**config.mk**
```make
export PLATFORM = sky130hd
export DESIGN_NAME = modexp_sequencer_flat
export DESIGN_NICKNAME = d
export VERILOG_FILES = /design/src/rtl/modexp_sequencer_if.sv /design/src/rtl/modexp_sequencer.sv /design/src/flat_wrapper.sv
export SDC_FILE = /design/constraint.sdc
export NUM_CORES = 1
export LEC_CHECK = 0
export BUFFER_PORTS_ARGS = -buffer_cell sky130_fd_sc_hd__clkbuf_2
export CAP_MARGIN = 10
export CORE_MARGIN = 3
export CORE_UTILIZATION = 43
export CTS_CLUSTER_SIZE = 12
export DETAILED_ROUTE_END_ITERATION = 16
export GPL_TIMING_DRIVEN = 0
export PLACE_DENSITY_LB_ADDON = 0.1
export SKIP_CTS_REPAIR_TIMING = 1
export SYNTH_ARGS = -nofsm -noshare
export SYNTH_HDL_FRONTEND = slang
export SYNTH_SLANG_ARGS = --single-unit
```
**constraint.sdc**
```tcl
create_clock -name clk -period 1.6 [get_ports clk]
set_input_delay 0.16 -clock clk [delete_from_list [all_inputs] [get_ports clk]]
set_output_delay 0.16 -clock clk [all_outputs]
set_load 0.02 [all_outputs]
```
**src/rtl/modexp_sequencer_if.sv**
```systemverilog
// Bus bundle for modexp_sequencer: the start/result control side plus the
// request/response handshake to the shared modular multiplier.
// slave  = the sequencer's view, master = the controller/multiplier side.
interface modexp_sequencer_if #(
  parameter int W  = 32,
  parameter int EW = 32
);
  logic          start;
  logic [W-1:0]  base;
  logic [EW-1:0] exp;
  logic          busy;
  logic          done;
  logic          err;
  logic [W-1:0]  result;
  logic          mm_start;
  logic [W-1:0]  mm_a;
  logic [W-1:0]  mm_b;
  logic [W-1:0]  mm_result;
  logic          mm_done;

  modport slave (
    input  start, base, exp, mm_result, mm_done,
    output busy, done, err, result, mm_start, mm_a, mm_b
  );

  modport master (
    output start, base, exp, mm_result, mm_done,
    input  busy, done, err, result, mm_start, mm_a, mm_b
  );
endinterface

```
**src/rtl/modexp_sequencer.sv**
```systemverilog
// modexp_sequencer: left-to-right square-and-multiply sequencer computing
// base^exp mod n through an external modular multiplier that owns n.
// Optional feature: define MODEXP_TIMEOUT_EN to abort a multiplier wait
// after TIMEOUT cycles (result forced to 0, err pulses with done).
module modexp_sequencer #(
  parameter int W       = 32,
  parameter int EW      = 32,
  parameter int TIMEOUT = 255
) (
  input  logic              clk,
  input  logic              reset,
  modexp_sequencer_if.slave bus
);
  localparam int CW = $clog2(EW + 1);

  if (TIMEOUT < 1) begin : g_bad_timeout
    $error("modexp_sequencer: TIMEOUT must be at least 1");
  end

  typedef enum logic [2:0] {
    IDLE, SCAN, NEXT, SQR_REQ, SQR_WAIT, MUL_REQ, MUL_WAIT, DONE
  } state_t;

  state_t        state, state_nx;
  logic [W-1:0]  acc, acc_nx;
  logic [W-1:0]  b, b_nx;
  logic [EW-1:0] e, e_nx;
  logic [CW-1:0] cnt, cnt_nx;

`ifdef MODEXP_TIMEOUT_EN
  localparam int TW = $clog2(TIMEOUT + 1);
  localparam logic [TW-1:0] TO_LAST = TW'(TIMEOUT - 1);
  logic [TW-1:0] wcnt, wcnt_nx;
  logic          to_flag, to_nx;
`endif

  // State and datapath registers; reset drops any operation in flight.
  always_ff @(posedge clk) begin
    if (reset) begin
      state <= IDLE;
      acc   <= '0;
      b     <= '0;
      e     <= '0;
      cnt   <= '0;
`ifdef MODEXP_TIMEOUT_EN
      wcnt    <= '0;
      to_flag <= 1'b0;
`endif
    end else begin
      state <= state_nx;
      acc   <= acc_nx;
      b     <= b_nx;
      e     <= e_nx;
      cnt   <= cnt_nx;
`ifdef MODEXP_TIMEOUT_EN
      wcnt    <= wcnt_nx;
      to_flag <= to_nx;
`endif
    end
  end

  // Next-state and datapath updates. The exponent is consumed MSB-first by
  // shifting e left; cnt tracks how many bits are still unconsumed.
  always_comb begin
    state_nx = state;
    acc_nx   = acc;
    b_nx     = b;
    e_nx     = e;
    cnt_nx   = cnt;
`ifdef MODEXP_TIMEOUT_EN
    wcnt_nx = wcnt;
    to_nx   = to_flag;
`endif
    case (state)
      IDLE: begin
        if (bus.start) begin
          b_nx     = bus.base;
          e_nx     = bus.exp;
          cnt_nx   = CW'(EW);
          acc_nx   = '0;
          state_nx = SCAN;
`ifdef MODEXP_TIMEOUT_EN
          to_nx = 1'b0;
`endif
        end
      end
      SCAN: begin
        // Leading zeros cost one cycle each; the first 1 seeds acc with b.
        e_nx   = {e[EW-2:0], 1'b0};
        cnt_nx = cnt - CW'(1);
        if (e[EW-1]) begin
          acc_nx   = b;
          state_nx = NEXT;
        end else if (cnt == CW'(1)) begin
          acc_nx   = W'(1);
          state_nx = DONE;
        end
      end
      NEXT: begin
        state_nx = (cnt == '0) ? DONE : SQR_REQ;
      end
      SQR_REQ: begin
        state_nx = SQR_WAIT;
`ifdef MODEXP_TIMEOUT_EN
        wcnt_nx = '0;
`endif
      end
      SQR_WAIT: begin
        if (bus.mm_done) begin
          acc_nx = bus.mm_result;
          // Bit stays in e[EW-1] until the multiply step consumes it.
          if (e[EW-1]) begin
            state_nx = MUL_REQ;
          end else begin
            e_nx     = {e[EW-2:0], 1'b0};
            cnt_nx   = cnt - CW'(1);
            state_nx = NEXT;
          end
        end
`ifdef MODEXP_TIMEOUT_EN
        else if (wcnt == TO_LAST) begin
          acc_nx   = '0;
          to_nx    = 1'b1;
          state_nx = DONE;
        end else begin
          wcnt_nx = wcnt + TW'(1);
        end
`endif
      end
      MUL_REQ: begin
        state_nx = MUL_WAIT;
`ifdef MODEXP_TIMEOUT_EN
        wcnt_nx = '0;
`endif
      end
      MUL_WAIT: begin
        if (bus.mm_done) begin
          acc_nx   = bus.mm_result;
          e_nx     = {e[EW-2:0], 1'b0};
          cnt_nx   = cnt - CW'(1);
          state_nx = NEXT;
        end
`ifdef MODEXP_TIMEOUT_EN
        else if (wcnt == TO_LAST) begin
          acc_nx   = '0;
          to_nx    = 1'b1;
          state_nx = DONE;
        end else begin
          wcnt_nx = wcnt + TW'(1);
        end
`endif
      end
      DONE: begin
        state_nx = IDLE;
      end
      default: begin
        state_nx = IDLE;
      end
    endcase
  end

  // Outputs decode straight from state; operands come from registers that
  // only change on an accepted mm_done, so they are stable across a wait.
  assign bus.busy     = (state != IDLE);
  assign bus.done     = (state == DONE);
  assign bus.result   = acc;
  assign bus.mm_start = (state == SQR_REQ) || (state == MUL_REQ);
  assign bus.mm_a     = acc;
  assign bus.mm_b     = ((state == MUL_REQ) || (state == MUL_WAIT)) ? b : acc;
`ifdef MODEXP_TIMEOUT_EN
  assign bus.err = (state == DONE) && to_flag;
`else
  assign bus.err = 1'b0;
`endif
endmodule

```
**src/flat_wrapper.sv**
```systemverilog
// flat-port wrapper written by rule: the top's interface ports become plain ports
module modexp_sequencer_flat 
#(
  parameter int W       = 32,
  parameter int EW      = 32,
  parameter int TIMEOUT = 255
)
  (clk, reset, bus_start, bus_base, bus_exp, bus_mm_result, bus_mm_done, bus_busy, bus_done, bus_err, bus_result, bus_mm_start, bus_mm_a, bus_mm_b);
  modexp_sequencer_if #(.W(W), .EW(EW)) bus_i ();
  input  logic clk;
  input  logic reset;
  input wire logic [$bits(bus_i.start)-1:0] bus_start;
  input wire logic [$bits(bus_i.base)-1:0] bus_base;
  input wire logic [$bits(bus_i.exp)-1:0] bus_exp;
  input wire logic [$bits(bus_i.mm_result)-1:0] bus_mm_result;
  input wire logic [$bits(bus_i.mm_done)-1:0] bus_mm_done;
  output wire logic [$bits(bus_i.busy)-1:0] bus_busy;
  output wire logic [$bits(bus_i.done)-1:0] bus_done;
  output wire logic [$bits(bus_i.err)-1:0] bus_err;
  output wire logic [$bits(bus_i.result)-1:0] bus_result;
  output wire logic [$bits(bus_i.mm_start)-1:0] bus_mm_start;
  output wire logic [$bits(bus_i.mm_a)-1:0] bus_mm_a;
  output wire logic [$bits(bus_i.mm_b)-1:0] bus_mm_b;
  assign bus_i.start = bus_start;
  assign bus_i.base = bus_base;
  assign bus_i.exp = bus_exp;
  assign bus_i.mm_result = bus_mm_result;
  assign bus_i.mm_done = bus_mm_done;
  assign bus_busy = bus_i.busy;
  assign bus_done = bus_i.done;
  assign bus_err = bus_i.err;
  assign bus_result = bus_i.result;
  assign bus_mm_start = bus_i.mm_start;
  assign bus_mm_a = bus_i.mm_a;
  assign bus_mm_b = bus_i.mm_b;
  modexp_sequencer #(.W(W), .EW(EW), .TIMEOUT(TIMEOUT)) u_core (.clk(clk), .reset(reset), .bus(bus_i));
endmodule
```
==> results of run 1 <==
critical path: stages, from the launching register on:
cell and delay (ps):
sky130_fd_sc_hd__dfxtp_4 360, sky130_fd_sc_hd__buf_6 120, sky130_fd_sc_hd__nor2b_4 130, sky130_fd_sc_hd__o21ai_4 160, sky130_fd_sc_hd__buf_12 170, sky130_fd_sc_hd__clkbuf_16 170, sky130_fd_sc_hd__mux2_4 300, sky130_fd_sc_hd__buf_6 130
Yosys cell counts (6+ instances only):
master	number
sky130_fd_sc_hd__dfxtp_1	105
sky130_fd_sc_hd__and2_1	23
sky130_fd_sc_hd__mux2_1	30
sky130_fd_sc_hd__nand2b_1	6
sky130_fd_sc_hd__a211oi_2	30
sky130_fd_sc_hd__a22oi_1	31
sky130_fd_sc_hd__clkbuf_1	26
sky130_fd_sc_hd__buf_2	13
sky130_fd_sc_hd__a21oi_1	69
sky130_fd_sc_hd__nand2_1	71
sky130_fd_sc_hd__a221o_1	30
sky130_fd_sc_hd__buf_6	6
sky130_fd_sc_hd__buf_4	40
sky130_fd_sc_hd__nor2_1	21
state kept, by name (all words and copies together), names as in the netlist:
signal	cells
u_core.b	32
u_core.bus.mm_a	32
u_core.cnt	6
u_core.e	32
u_core.state	3
kinds of logic (layout without fill, tap and decap cells):
family	Yosys count	count (layout)	share of synthesized area, %
XOR/XNOR	2	2	0.331
multiplexers	33	33	6.99
AO/OA/AOI/OAI	183	183	27.6
other	1	1	0.0708
adder cells (fa/ha/maj)	3	3	0.709
AND/OR/NAND/NOR	147	148	14.2
buffers and inverters	90	335	10.4
flip-flops	105	105	39.7
placed cells by master (no fill, tap or decap), types with 3 or more instances in the layout:
master,n
sky130_fd_sc_hd__nand2_1,48
sky130_fd_sc_hd__inv_6,3
sky130_fd_sc_hd__o21ai_0,3
sky130_fd_sc_hd__mux2_4,26
sky130_fd_sc_hd__a21oi_2,18
sky130_fd_sc_hd__clkbuf_1,9
sky130_fd_sc_hd__and2_1,3
sky130_fd_sc_hd__a21oi_1,51
sky130_fd_sc_hd__mux2_2,6
sky130_fd_sc_hd__a22oi_1,30
sky130_fd_sc_hd__nand2_2,8
sky130_fd_sc_hd__nand2b_1,6
sky130_fd_sc_hd__clkbuf_16,17
sky130_fd_sc_hd__buf_4,47
sky130_fd_sc_hd__a211oi_2,31
sky130_fd_sc_hd__buf_12,9
sky130_fd_sc_hd__buf_8,8
sky130_fd_sc_hd__nand2_4,15
sky130_fd_sc_hd__nor3_1,3
sky130_fd_sc_hd__a221o_1,30
sky130_fd_sc_hd__and2_4,21
sky130_fd_sc_hd__buf_6,52
sky130_fd_sc_hd__nor2_1,19
sky130_fd_sc_hd__dfxtp_1,102
sky130_fd_sc_hd__clkbuf_2,172
sky130_fd_sc_hd__inv_1,4
sky130_fd_sc_hd__buf_2,7
sky130_fd_sc_hd__nor2_4,4
power by group through the flow:
stage | clock network, mW | logic [mW] | registers, mW
floorplan | 0 | 2.08 | 3.45
global placement | 0 | 3.12 | 3.35
detailed placement | 0 | 3.17 | 3.36
CTS | 2.12 | 3.18 | 3.31
global route | 2.22 | 4.56 | 3.42
finish | 2.10 | 4.26 | 3.37
final timing paths:
check	startpoint	endpoint	slack, ps	depth (start not counted)
max	u_core.state[1]	bus_mm_b[6]	-470	7
min	bus_base[27]	u_core.b[27]	30	3
max reg2reg	u_core.state[0]	u_core.e[15]	-340	8
min reg2reg	u_core.b[30]	u_core.b[30]	470	2
area by class of cell:
class,count,area [um2],area share [%]
Clock buffer,9,225,2.78
Tap cell,143,179,2.21
Clock inverter,7,51.3,0.632
Buffer,84,731,9.01
Timing Repair Buffer,230,1650,20.4
Sequential cell,105,2110,26.0
Inverter,5,18.8,0.231
Multi-Input combinational cell,370,3150,38.8
routing by layer:
metal | wire (um) | global-route usage [%] | vias up | share of wire [%]
met5 | 0 | 0 | - | 0
met4 | 244 | 5.28 | 0 | 1.4
met3 | 1040 | 4.32 | 21 | 5.9
met2 | 9280 | 39.8 | 189 | 53
met1 | 7090 | 26.9 | 2524 | 40
li1 | - | - | 2503 | -
==> implementation parameters, run 1 <==
Parameter                              Value

Timing
  Worst setup skew after layout    9.59 ps
  Count of endpoints failing setup in the final report    131
  Maximum clock frequency    482 MHz
  Slew Viols, Final    0
  Final TNS setup    -40550 ps
  Final period demand of the worst path    2070 ps
  Tcrit/Tclk final    130%
  Final count of hold timing violations    0
  Hold slack final    27.7 ps
  Measured slew at the worst slew-check pin    809 ps
  Worst rel slew slack    46.1%
  Smallest setup slack after layout    -474 ps
  Unrepaired setup endpoints after global routing    yes

Floorplan
  Initial Utilization    45.2%
  Die height    117 um
  Area enclosed by the die boundary    0.0137 mm2
  Core area    0.0117 mm2
  Core Rows    39
  I/O Pins    200
  Die boundary width    117 um

Placement
  Post-detail-place hpwl    11800 um
  Area after detailed placement    0.00646 mm2
  Pre-CTS setup slack    -440 ps
  Number of port buffers    196
  Global placer's final weighted congestion    0.840
  Placed cell count    903

Route
  Overall via count from detail_route    5237
  Number of search-and-repair iterations in the first detailed-routing pass    5
  Remaining antenna violation count    0
  Average wire length per cell after detail routing    18.5 um
  Via density per instance    5.50
  Final routed wirelength across all metal layers    17700 um
  Violation count after the first detailed-route iteration    233
  DRC violations left    0

Synthesis
  Dominant cell type by area after synthesis    sky130_fd_sc_hd__dfxtp_1
  Share of the synthesized area in the top cell type    39.7%
  Post-synthesis cell type count    57
  Post-synth design cell area    0.00530 mm2
  Number of enable-type register cells in the synthesized netlist    0
  Commonest register cell after synthesis    sky130_fd_sc_hd__dfxtp_1
  Async set-or-reset flop fraction in the synthesized netlist    0%
  Mean instance size in the synthesized netlist    9.39 um2
  Number of warnings reported in the yosys synthesis log    0
  Top post-synthesis cells by area    sky130_fd_sc_hd__dfxtp_1 (40%), sky130_fd_sc_hd__a211oi_2 (7.1%), sky130_fd_sc_hd__a21oi_1 (6.5%), sky130_fd_sc_hd__mux2_1 (6.4%), sky130_fd_sc_hd__a221o_1 (5.7%)
  Post-synthesis cell count    564
  Fraction of the yosys area taken by sequential cells    39.7%
  Synthesized Nets    667
  Flop and latch count out of synthesis    105

GRT
  Number of global-route vias before repair    4703
  Initial antenna violation count    0
  Total track usage    22.0%
  Wire length of the first global-routing pass    23600 um
  Grt total ovfl    0
  Maximum number of pins on one net before global-route repair    19

Power
  Sw frac    36.8%
  Pwr Total    9.73 mW
  Clk pwr share    21.6%
  Peak supply drop    0.569 mV
  Pint    6.15 mW
  Sequential share of power    34.6%
  Static leakage    3.70 nW
  Power density over the cells    1200 mW/mm2
  Relative contribution of combinational cells to total power    43.8%
  Switching component of the power    3.59 mW

Hold path
  Class of the most critical hold timing path    primary input to register

Setup path
  Data required time of the critical path    1440 ps
  Crit Path Max Fanout    8
  Worst Setup End Kind    output port
  Data arrival time of the critical path    1910 ps
  Launching element type of the critical path    register
  Worst setup path class    register to output port

Job
  Number of max-capacitance violations reported    0

CTS
  Clock Latency Late Sink    350 ps
  Clock net sink count    105
  Maximum clock insertion buffer count    2
  Clock transition time at the flip-flop clock pins of the worst setup and hold paths    80 ps
  Num CTS Buffers    9
  Clock tree from TritonCTS    yes
  Root cell of the clock tree    sky130_fd_sc_hd__clkbuf_16
  CTS H-tree depth    3

Finish
  Layout area overhead    53.2%
  Post-route insts no fill    953
  Number of inserted diodes    0
  Final core occ    69.3%
  Nets    908
  Post-layout instance area    0.00811 mm2
  Fill cell total of the finished layout    908
  Fraction of layout instances using a drive strength above 1    59.1%

Status
  Run status    finished with violations
  Violations in the final reports    negative setup slack
No activity file was read; power rests on OpenSTA's default activity.
==> inputs of run 2 (changes only) <==
Settings changed: CORE_ASPECT_RATIO from default to 0.8, CORE_UTILIZATION 43 to 45.
==> run 2 against run 1 <==
Against the previous run: the flow still finishes with violations (negative setup slack); clock power rose by 15%; combinational power down 2%; wire length increased by 3.3%; worst setup slack got worse by 23 ps; utilization is 3.3 points higher; register-to-register slack improved by 40 ps.
==> implementation parameters, run 2 (synthesis results as in run 1) <==
Parameter                              Value

Status
  Run status    finished with violations (unchanged)
  Violations in the final reports    negative setup slack (unchanged)

Floorplan
  Core Rows    34 (was 39)
  Die height    103 um (was 117 um)
  Area enclosed by the die boundary    0.0131 mm2 (was 0.0137 mm2)
  Initial Utilization    47.3% (was 45.2%)
  I/O Pins    200 (unchanged)
  Die boundary width    127 um (was 117 um)
  Core area    0.0112 mm2 (was 0.0117 mm2)

Route
  Number of search-and-repair iterations in the first detailed-routing pass    5 (unchanged)
  Remaining antenna violation count    0 (unchanged)
  DRC violations left    0 (unchanged)
  Violation count after the first detailed-route iteration    466 (was 233)
  Final routed wirelength across all metal layers    18200 um (was 17700 um)
  Average wire length per cell after detail routing    18.9 um (was 18.5 um)
  Overall via count from detail_route    5391 (was 5237)
  Via density per instance    5.57 (was 5.50)

Setup path
  Worst Setup End Kind    output port (unchanged)
  Count of cells along the worst register-to-register path    8 (unchanged)
  Worst setup path class    register to output port (unchanged)
  Data required time of the critical path    1440 ps (about the same)
  Crit Path Max Fanout    7 (was 8)
  Data arrival time of the critical path    1940 ps (was 1910 ps)
  Launching element type of the critical path    register (unchanged)
  Reg-to-Reg End    u_core.e[27] (was u_core.e[15])
  Reg2Reg Setup Slack    -300 ps (was -340 ps)
  Startpoint of the worst-slack reg-to-reg timing path    u_core.state[1] (was u_core.state[0])

Timing
  Worst rel slew slack    44.9% (was 46.1%)
  Final period demand of the worst path    2100 ps (was 2070 ps)
  Slew Viols, Final    0 (unchanged)
  Maximum clock frequency    477 MHz (was 482 MHz)
  Unrepaired setup endpoints after global routing    yes (unchanged)
  Hold slack final    18.4 ps (was 27.7 ps)
  Final count of hold timing violations    0 (unchanged)
  Smallest setup slack after layout    -497 ps (was -474 ps)
  Tcrit/Tclk final    131% (was 130%)
  Worst setup skew after layout    7.38 ps (was 9.59 ps)
  Measured slew at the worst slew-check pin    827 ps (was 809 ps)
  Count of endpoints failing setup in the final report    132 (was 131)

Hold path
  Cell count of the worst hold path    3 (unchanged)
  Min-Delay Startpoint    bus_base[1] (was bus_base[27])
  Class of the most critical hold timing path    primary input to register (unchanged)
  Min-Delay Endpoint    u_core.b[1] (was u_core.b[27])

CTS
  Root cell of the clock tree    sky130_fd_sc_hd__clkbuf_16 (unchanged)
  Clock Latency Late Sink    350 ps (about the same)
  CTS H-tree depth    3 (unchanged)
  Clock transition time at the flip-flop clock pins of the worst setup and hold paths    70 ps (was 80 ps)
  Num CTS Buffers    9 (unchanged)
  Clock net sink count    105 (unchanged)
  Maximum clock insertion buffer count    2 (unchanged)
  Clock tree from TritonCTS    yes (unchanged)

GRT
  Initial antenna violation count    0 (unchanged)
  Most congested layer reported by global routing    met2 (unchanged)
  Total track usage    23.7% (was 22.0%)
  Global routing met3 resource utilization    6.06% (was 4.32%)
  Met2 usage in global routing    37.4% (was 39.8%)
  Wire length of the first global-routing pass    24800 um (was 23600 um)
  GRT met1 Usage    33.3% (was 26.9%)
  Maximum number of pins on one net before global-route repair    18 (was 19)
  Grt total ovfl    0 (unchanged)
  Number of global-route vias before repair    4812 (was 4703)

Placement
  Number of port buffers    196 (unchanged)
  Global placer's final weighted congestion    0.877 (was 0.840)
  Post-detail-place hpwl    12100 um (was 11800 um)

Job
  Number of max-capacitance violations reported    0 (unchanged)

Finish
  Nets    921 (was 908)
  Fraction of layout instances using a drive strength above 1    56.5% (was 59.1%)
  Final core occ    72.6% (was 69.3%)
  Number of inserted diodes    0 (unchanged)
  Layout area overhead    53.4% (was 53.2%)
  Fill cell total of the finished layout    819 (was 908)
  Commonest non-fill, non-tap cells in the layout    sky130_fd_sc_hd__clkbuf_2 (164), sky130_fd_sc_hd__dfxtp_1 (102), sky130_fd_sc_hd__buf_4 (65) (was sky130_fd_sc_hd__clkbuf_2 (172), sky130_fd_sc_hd__dfxtp_1 (102), sky130_fd_sc_hd__buf_6 (52))
  Most frequent standard cell in the layout excluding fill and tap cells    sky130_fd_sc_hd__clkbuf_2 (unchanged)

Power
  Power density over the cells    1230 mW/mm2 (was 1200 mW/mm2)
  Static leakage    3.69 nW (was 3.70 nW)
  Peak supply drop    0.816 mV (was 0.569 mV)
[run 2: changes by cell type in the layout (fill, tap and decap cells not counted), moves of 5 or more]
cell / change
sky130_fd_sc_hd__a21oi_2: -7
sky130_fd_sc_hd__nand2_1: +13
sky130_fd_sc_hd__buf_4: +18
sky130_fd_sc_hd__and2_4: -10
sky130_fd_sc_hd__nand2_4: -14
sky130_fd_sc_hd__a22oi_1: -7
sky130_fd_sc_hd__and2_1: +10
sky130_fd_sc_hd__buf_6: +5
sky130_fd_sc_hd__a22oi_2: +7
sky130_fd_sc_hd__clkbuf_2: -8
sky130_fd_sc_hd__a21oi_1: +7
[run 2: layout make-up]
type                            instances  area [um2]  area share (%)
Clock inverter                          6        90.1            1.11
Tap cell                              144         180            2.22
Timing Repair Buffer                  245        1730            21.3
Sequential cell                       105        2110            26.0
Clock buffer                           10         229            2.82
Buffer                                 83         742            9.13
Multi-Input combinational cell        369        3020            37.1
Inverter                                5        22.5           0.277
[run 2: metrics by stage]
stage / total power [mW] / cell area, um2 / setup slack, ps / cells / setup TNS, ps
after detailed placement: 6.54 / 6470 / -345 / 904 / -30410
final: 9.96 / 8120 / -497 / 967 / -35060
after global routing: 10.4 / 8120 / -533 / 967 / -41430
after CTS: 8.92 / 6790 / -735 / 920 / -44870
after floorplan: 5.54 / 5310 / -0.327 / 564 / -6.55
after global placement: 6.45 / 6470 / -340 / 904 / -26740
[run 2: report_power, final]
group          switching [mW]  internal (mW)  total (mW)  leakage, nW
Sequential              0.381           2.98        3.37        0.865
Clock                    1.03           1.38        2.41        0.153
Combinational            2.15           2.03        4.18         2.67
Total                    3.56           6.40        9.96         3.69
[run 2: worst max path at each step]
stage                               to       startpoint  slack [ps]
floorplan           u_core.bus.mm_a[0]  u_core.state[0]        -0.3
CTS                       bus_mm_b[10]  u_core.state[1]        -730
global route              bus_mm_b[10]  u_core.state[0]        -530
global placement          bus_mm_b[10]  u_core.state[1]        -340
finish                    bus_mm_b[26]  u_core.state[0]        -500
detailed placement        bus_mm_b[10]  u_core.state[1]        -350
[run 2: per-layer routing]
metal  vias up  part of all wire (%)
met5         -                     0
met4         0                  0.93
met3        15                   8.2
met2       264                    46
met1      2589                    45
li1       2523                     -
[run 2: critical path, stage by stage, from the launching register on]
cell	delay (ps)
sky130_fd_sc_hd__dfxtp_2	320
sky130_fd_sc_hd__buf_6	140
sky130_fd_sc_hd__clkinvlp_4	150
sky130_fd_sc_hd__nor2_4	150
sky130_fd_sc_hd__o21ai_4	70
sky130_fd_sc_hd__buf_12	150
sky130_fd_sc_hd__clkbuf_16	160
sky130_fd_sc_hd__mux2_4	300
sky130_fd_sc_hd__buf_6	130
==> inputs of run 3 (changes only) <==
Settings changed: CORE_ASPECT_RATIO 0.8 to 1.25, RECOVER_POWER from default to 25.
==> run 3 against run 2 <==
Against the previous run: sequential share of layout area up 0.78 points; power down 2.0%; combinational power decreased by 2%; the flow still finishes with violations (negative setup slack); via count down 3.7%; clock skew increased by 0.88 ps; fmax is 0.97% lower; critical path depth is 1 lower; worst setup slack lost 20 ps; highest routed layer unchanged; critical path type unchanged; die area about the same; first-iteration DRC count fell by 27%; clock power decreased by 3%.
==> implementation parameters, run 3 (synthesis results as in run 1) <==
Parameter                              Value

Status
  Run status    finished with violations (unchanged)
  Violations in the final reports    negative setup slack (unchanged)

Route
  Final routed wirelength across all metal layers    17000 um (was 18200 um)
  Remaining antenna violation count    0 (unchanged)
  Violation count after the first detailed-route iteration    340 (was 466)
  Via density per instance    5.44 (was 5.57)
  DRC violations left    0 (unchanged)
  Average wire length per cell after detail routing    17.8 um (was 18.9 um)
  Overall via count from detail_route    5189 (was 5391)
  Number of search-and-repair iterations in the first detailed-routing pass    6 (was 5)

CTS
  Clock tree from TritonCTS    yes (unchanged)
  Root cell of the clock tree    sky130_fd_sc_hd__clkbuf_16 (unchanged)
  Num CTS Buffers    9 (unchanged)
  Clock Latency Late Sink    350 ps (about the same)
  Clock transition time at the flip-flop clock pins of the worst setup and hold paths    70 ps (about the same)
  Maximum clock insertion buffer count    2 (unchanged)
  CTS H-tree depth    3 (unchanged)
  Clock net sink count    105 (unchanged)

Job
  Number of max-capacitance violations reported    0 (unchanged)

Floorplan
  Die boundary width    103 um (was 127 um)
  Area enclosed by the die boundary    0.0131 mm2 (about the same)
  Core area    0.0113 mm2 (was 0.0112 mm2)
  I/O Pins    200 (unchanged)
  Initial Utilization    46.9% (was 47.3%)
  Die height    127 um (was 103 um)
  Core Rows    43 (was 34)

GRT
  Global routing met3 resource utilization    5.35% (was 6.06%)
  Wire length of the first global-routing pass    23900 um (was 24800 um)
  Initial antenna violation count    0 (unchanged)
  Total track usage    23.1% (was 23.7%)
  Maximum number of pins on one net before global-route repair    17 (was 18)
  Number of global-route vias before repair    4853 (was 4812)
  GRT met1 Usage    26.5% (was 33.3%)
  Most congested layer reported by global routing    met2 (unchanged)
  Met2 usage in global routing    41.6% (was 37.4%)
  Grt total ovfl    0 (unchanged)

Finish
  Fill cell total of the finished layout    911 (was 819)
  Sequential cell area in the final layout    0.00211 mm2 (about the same)
  Commonest non-fill, non-tap cells in the layout    sky130_fd_sc_hd__clkbuf_2 (147), sky130_fd_sc_hd__dfxtp_1 (99), sky130_fd_sc_hd__nand2_1 (70) (was sky130_fd_sc_hd__clkbuf_2 (164), sky130_fd_sc_hd__dfxtp_1 (102), sky130_fd_sc_hd__buf_4 (65))
  Layout area overhead    49.2% (was 53.4%)
  Most frequent standard cell in the layout excluding fill and tap cells    sky130_fd_sc_hd__clkbuf_2 (unchanged)
  Fraction of layout instances using a drive strength above 1    50.5% (was 56.5%)
  Total area of multi-input combinational cells    0.00291 mm2 (was 0.00302 mm2)
  Nets    916 (was 921)
  Number of inserted diodes    0 (unchanged)
  Post-route insts no fill    953 (was 967)
  Post-layout instance area    0.00790 mm2 (was 0.00812 mm2)

Setup path
  Worst Setup End Kind    output port (unchanged)
  CP dominant cell by count    sky130_fd_sc_hd__buf_6 (unchanged)
  Reg2Reg Setup Slack    -210 ps (was -300 ps)
  Crit Path Max Fanout    5 (was 7)
  Critical path launch point    u_core.state[1] (was u_core.state[0])
  Count of cells along the worst register-to-register path    9 (was 8)
  Reg-to-Reg End    u_core.e[2] (was u_core.e[27])
  Cell depth of the worst setup path    7 (was 8)
  Worst setup path class    register to output port (unchanged)
  Startpoint of the worst-slack reg-to-reg timing path    u_core.state[0] (was u_core.state[1])
  Slowest cell on crit path    sky130_fd_sc_hd__dfxtp_4 (was sky130_fd_sc_hd__dfxtp_2)
  Worst path max stage delay    360 ps (was 320 ps)
  Count of buffer and inverter cells on the critical path    4 (was 5)
  Data arrival time of the critical path    1960 ps (was 1940 ps)
  Chain of cells forming the critical path    buf_6, nor2b_4, o21ai_2, buf_6, clkbuf_16, mux2_4, buf_6 (was buf_6, clkinvlp_4, nor2_4, o21ai_4, buf_12, clkbuf_16, mux2_4, buf_6)
  Critical Path End    bus_mm_b[30] (was bus_mm_b[26])
  Data required time of the critical path    1440 ps (about the same)
  Launching element type of the critical path    register (unchanged)
  Top cell family by delay on the critical path    buffers and inverters (unchanged)

Power
  Power density over the cells    1240 mW/mm2 (was 1230 mW/mm2)
  Peak supply drop    0.804 mV (was 0.816 mV)
  Static leakage    3.55 nW (was 3.69 nW)

Timing
  Maximum clock frequency    472 MHz (was 477 MHz)
  Final count of hold timing violations    0 (unchanged)
  Slew Viols, Final    0 (unchanged)
  Final period demand of the worst path    2120 ps (was 2100 ps)
  Smallest setup slack after layout    -517 ps (was -497 ps)
  Hold slack final    28.1 ps (was 18.4 ps)
  Unrepaired setup endpoints after global routing    yes (unchanged)
  Count of endpoints failing setup in the final report    118 (was 132)
  Tcrit/Tclk final    132% (was 131%)
  Worst rel slew slack    45.2% (was 44.9%)
  Measured slew at the worst slew-check pin    822 ps (was 827 ps)
  Worst setup skew after layout    8.27 ps (was 7.38 ps)
  Final TNS setup    -25560 ps (was -35060 ps)

Placement
  Number of port buffers    196 (unchanged)
  Placed cell count    895 (was 904)
  Global placer's final weighted congestion    0.842 (was 0.877)
  Post-detail-place hpwl    11700 um (was 12100 um)
  Area after detailed placement    0.00645 mm2 (was 0.00647 mm2)
  Pre-CTS setup slack    -407 ps (was -345 ps)

Hold path
  Class of the most critical hold timing path    primary input to register (unchanged)
## run 3: cell types whose count changed in the layout (fill, tap and decap cells not counted), moves of 7 or more
cell / before / now
sky130_fd_sc_hd__clkbuf_2: 164 / 147
sky130_fd_sc_hd__a21oi_1: 58 / 66
sky130_fd_sc_hd__a22oi_1: 23 / 31
sky130_fd_sc_hd__and2_1: 13 / 22
sky130_fd_sc_hd__and2_4: 11 / 2
sky130_fd_sc_hd__nand2_1: 61 / 70
sky130_fd_sc_hd__buf_8: 11 / 4
sky130_fd_sc_hd__clkbuf_1: 11 / 31
sky130_fd_sc_hd__a21oi_2: 11 / 3
sky130_fd_sc_hd__a22oi_2: 8 / 0
sky130_fd_sc_hd__nand2_2: 9 / 1
## run 3: report_power, final
| part | leakage [nW] | switching [mW] | internal [mW] |
|---|---|---|---|
| registers | 0.866 | 0.356 | 2.99 |
| clock network | 0.146 | 0.965 | 1.37 |
| logic | 2.54 | 2.08 | 2.00 |
| total | 3.55 | 3.40 | 6.36 |
## run 3: through the flow
step / util, % / power [mW]
floorplan: - / 5.54
global placement: 57.1 / 6.45
detailed placement: 57.1 / 6.51
CTS: 59.9 / 8.84
global route: 69.9 / 10.2
finish: 69.9 / 9.76
## run 3: how the worst min path moves through the flow
stage                  from            to  depth (start not counted)
6_report       bus_base[28]  u_core.b[28]                          3
3_3_place_gp   bus_base[27]  u_core.b[27]                          3
2_1_floorplan   bus_base[0]   u_core.b[0]                          2
5_1_grt        bus_base[27]  u_core.b[27]                          3
4_1_cts        bus_base[17]  u_core.b[17]                          3
3_5_place_dp   bus_base[17]  u_core.b[17]                          3
## run 3: layout make-up
class                   count  share of cell area [%]
multi-input cells         369                    36.9
inverters                   5                   0.269
flip-flops and latches    105                    26.7
clock inverters             5                    1.01
well taps                 135                    2.14
clock buffers              11                    2.95
plain buffers              83                    9.20
repair buffers            240                    20.8
## run 3: worst reg2reg max path, cell delays in order, from the launching register on
cell and delay (ps):
sky130_fd_sc_hd__dfxtp_2 320, sky130_fd_sc_hd__buf_6 130, sky130_fd_sc_hd__buf_6 120, sky130_fd_sc_hd__nor2b_4 170
sky130_fd_sc_hd__a32o_1 200, sky130_fd_sc_hd__buf_6 130, sky130_fd_sc_hd__nor2_4 50, sky130_fd_sc_hd__buf_12 140
sky130_fd_sc_hd__buf_6 130, sky130_fd_sc_hd__a221o_1 290
## run 3: per-layer routing
layer	up-vias	share of wire (%)
li1	2509	-
met1	2477	40
met2	177	52
met3	26	5.9
met4	0	2.0
met5	-	0
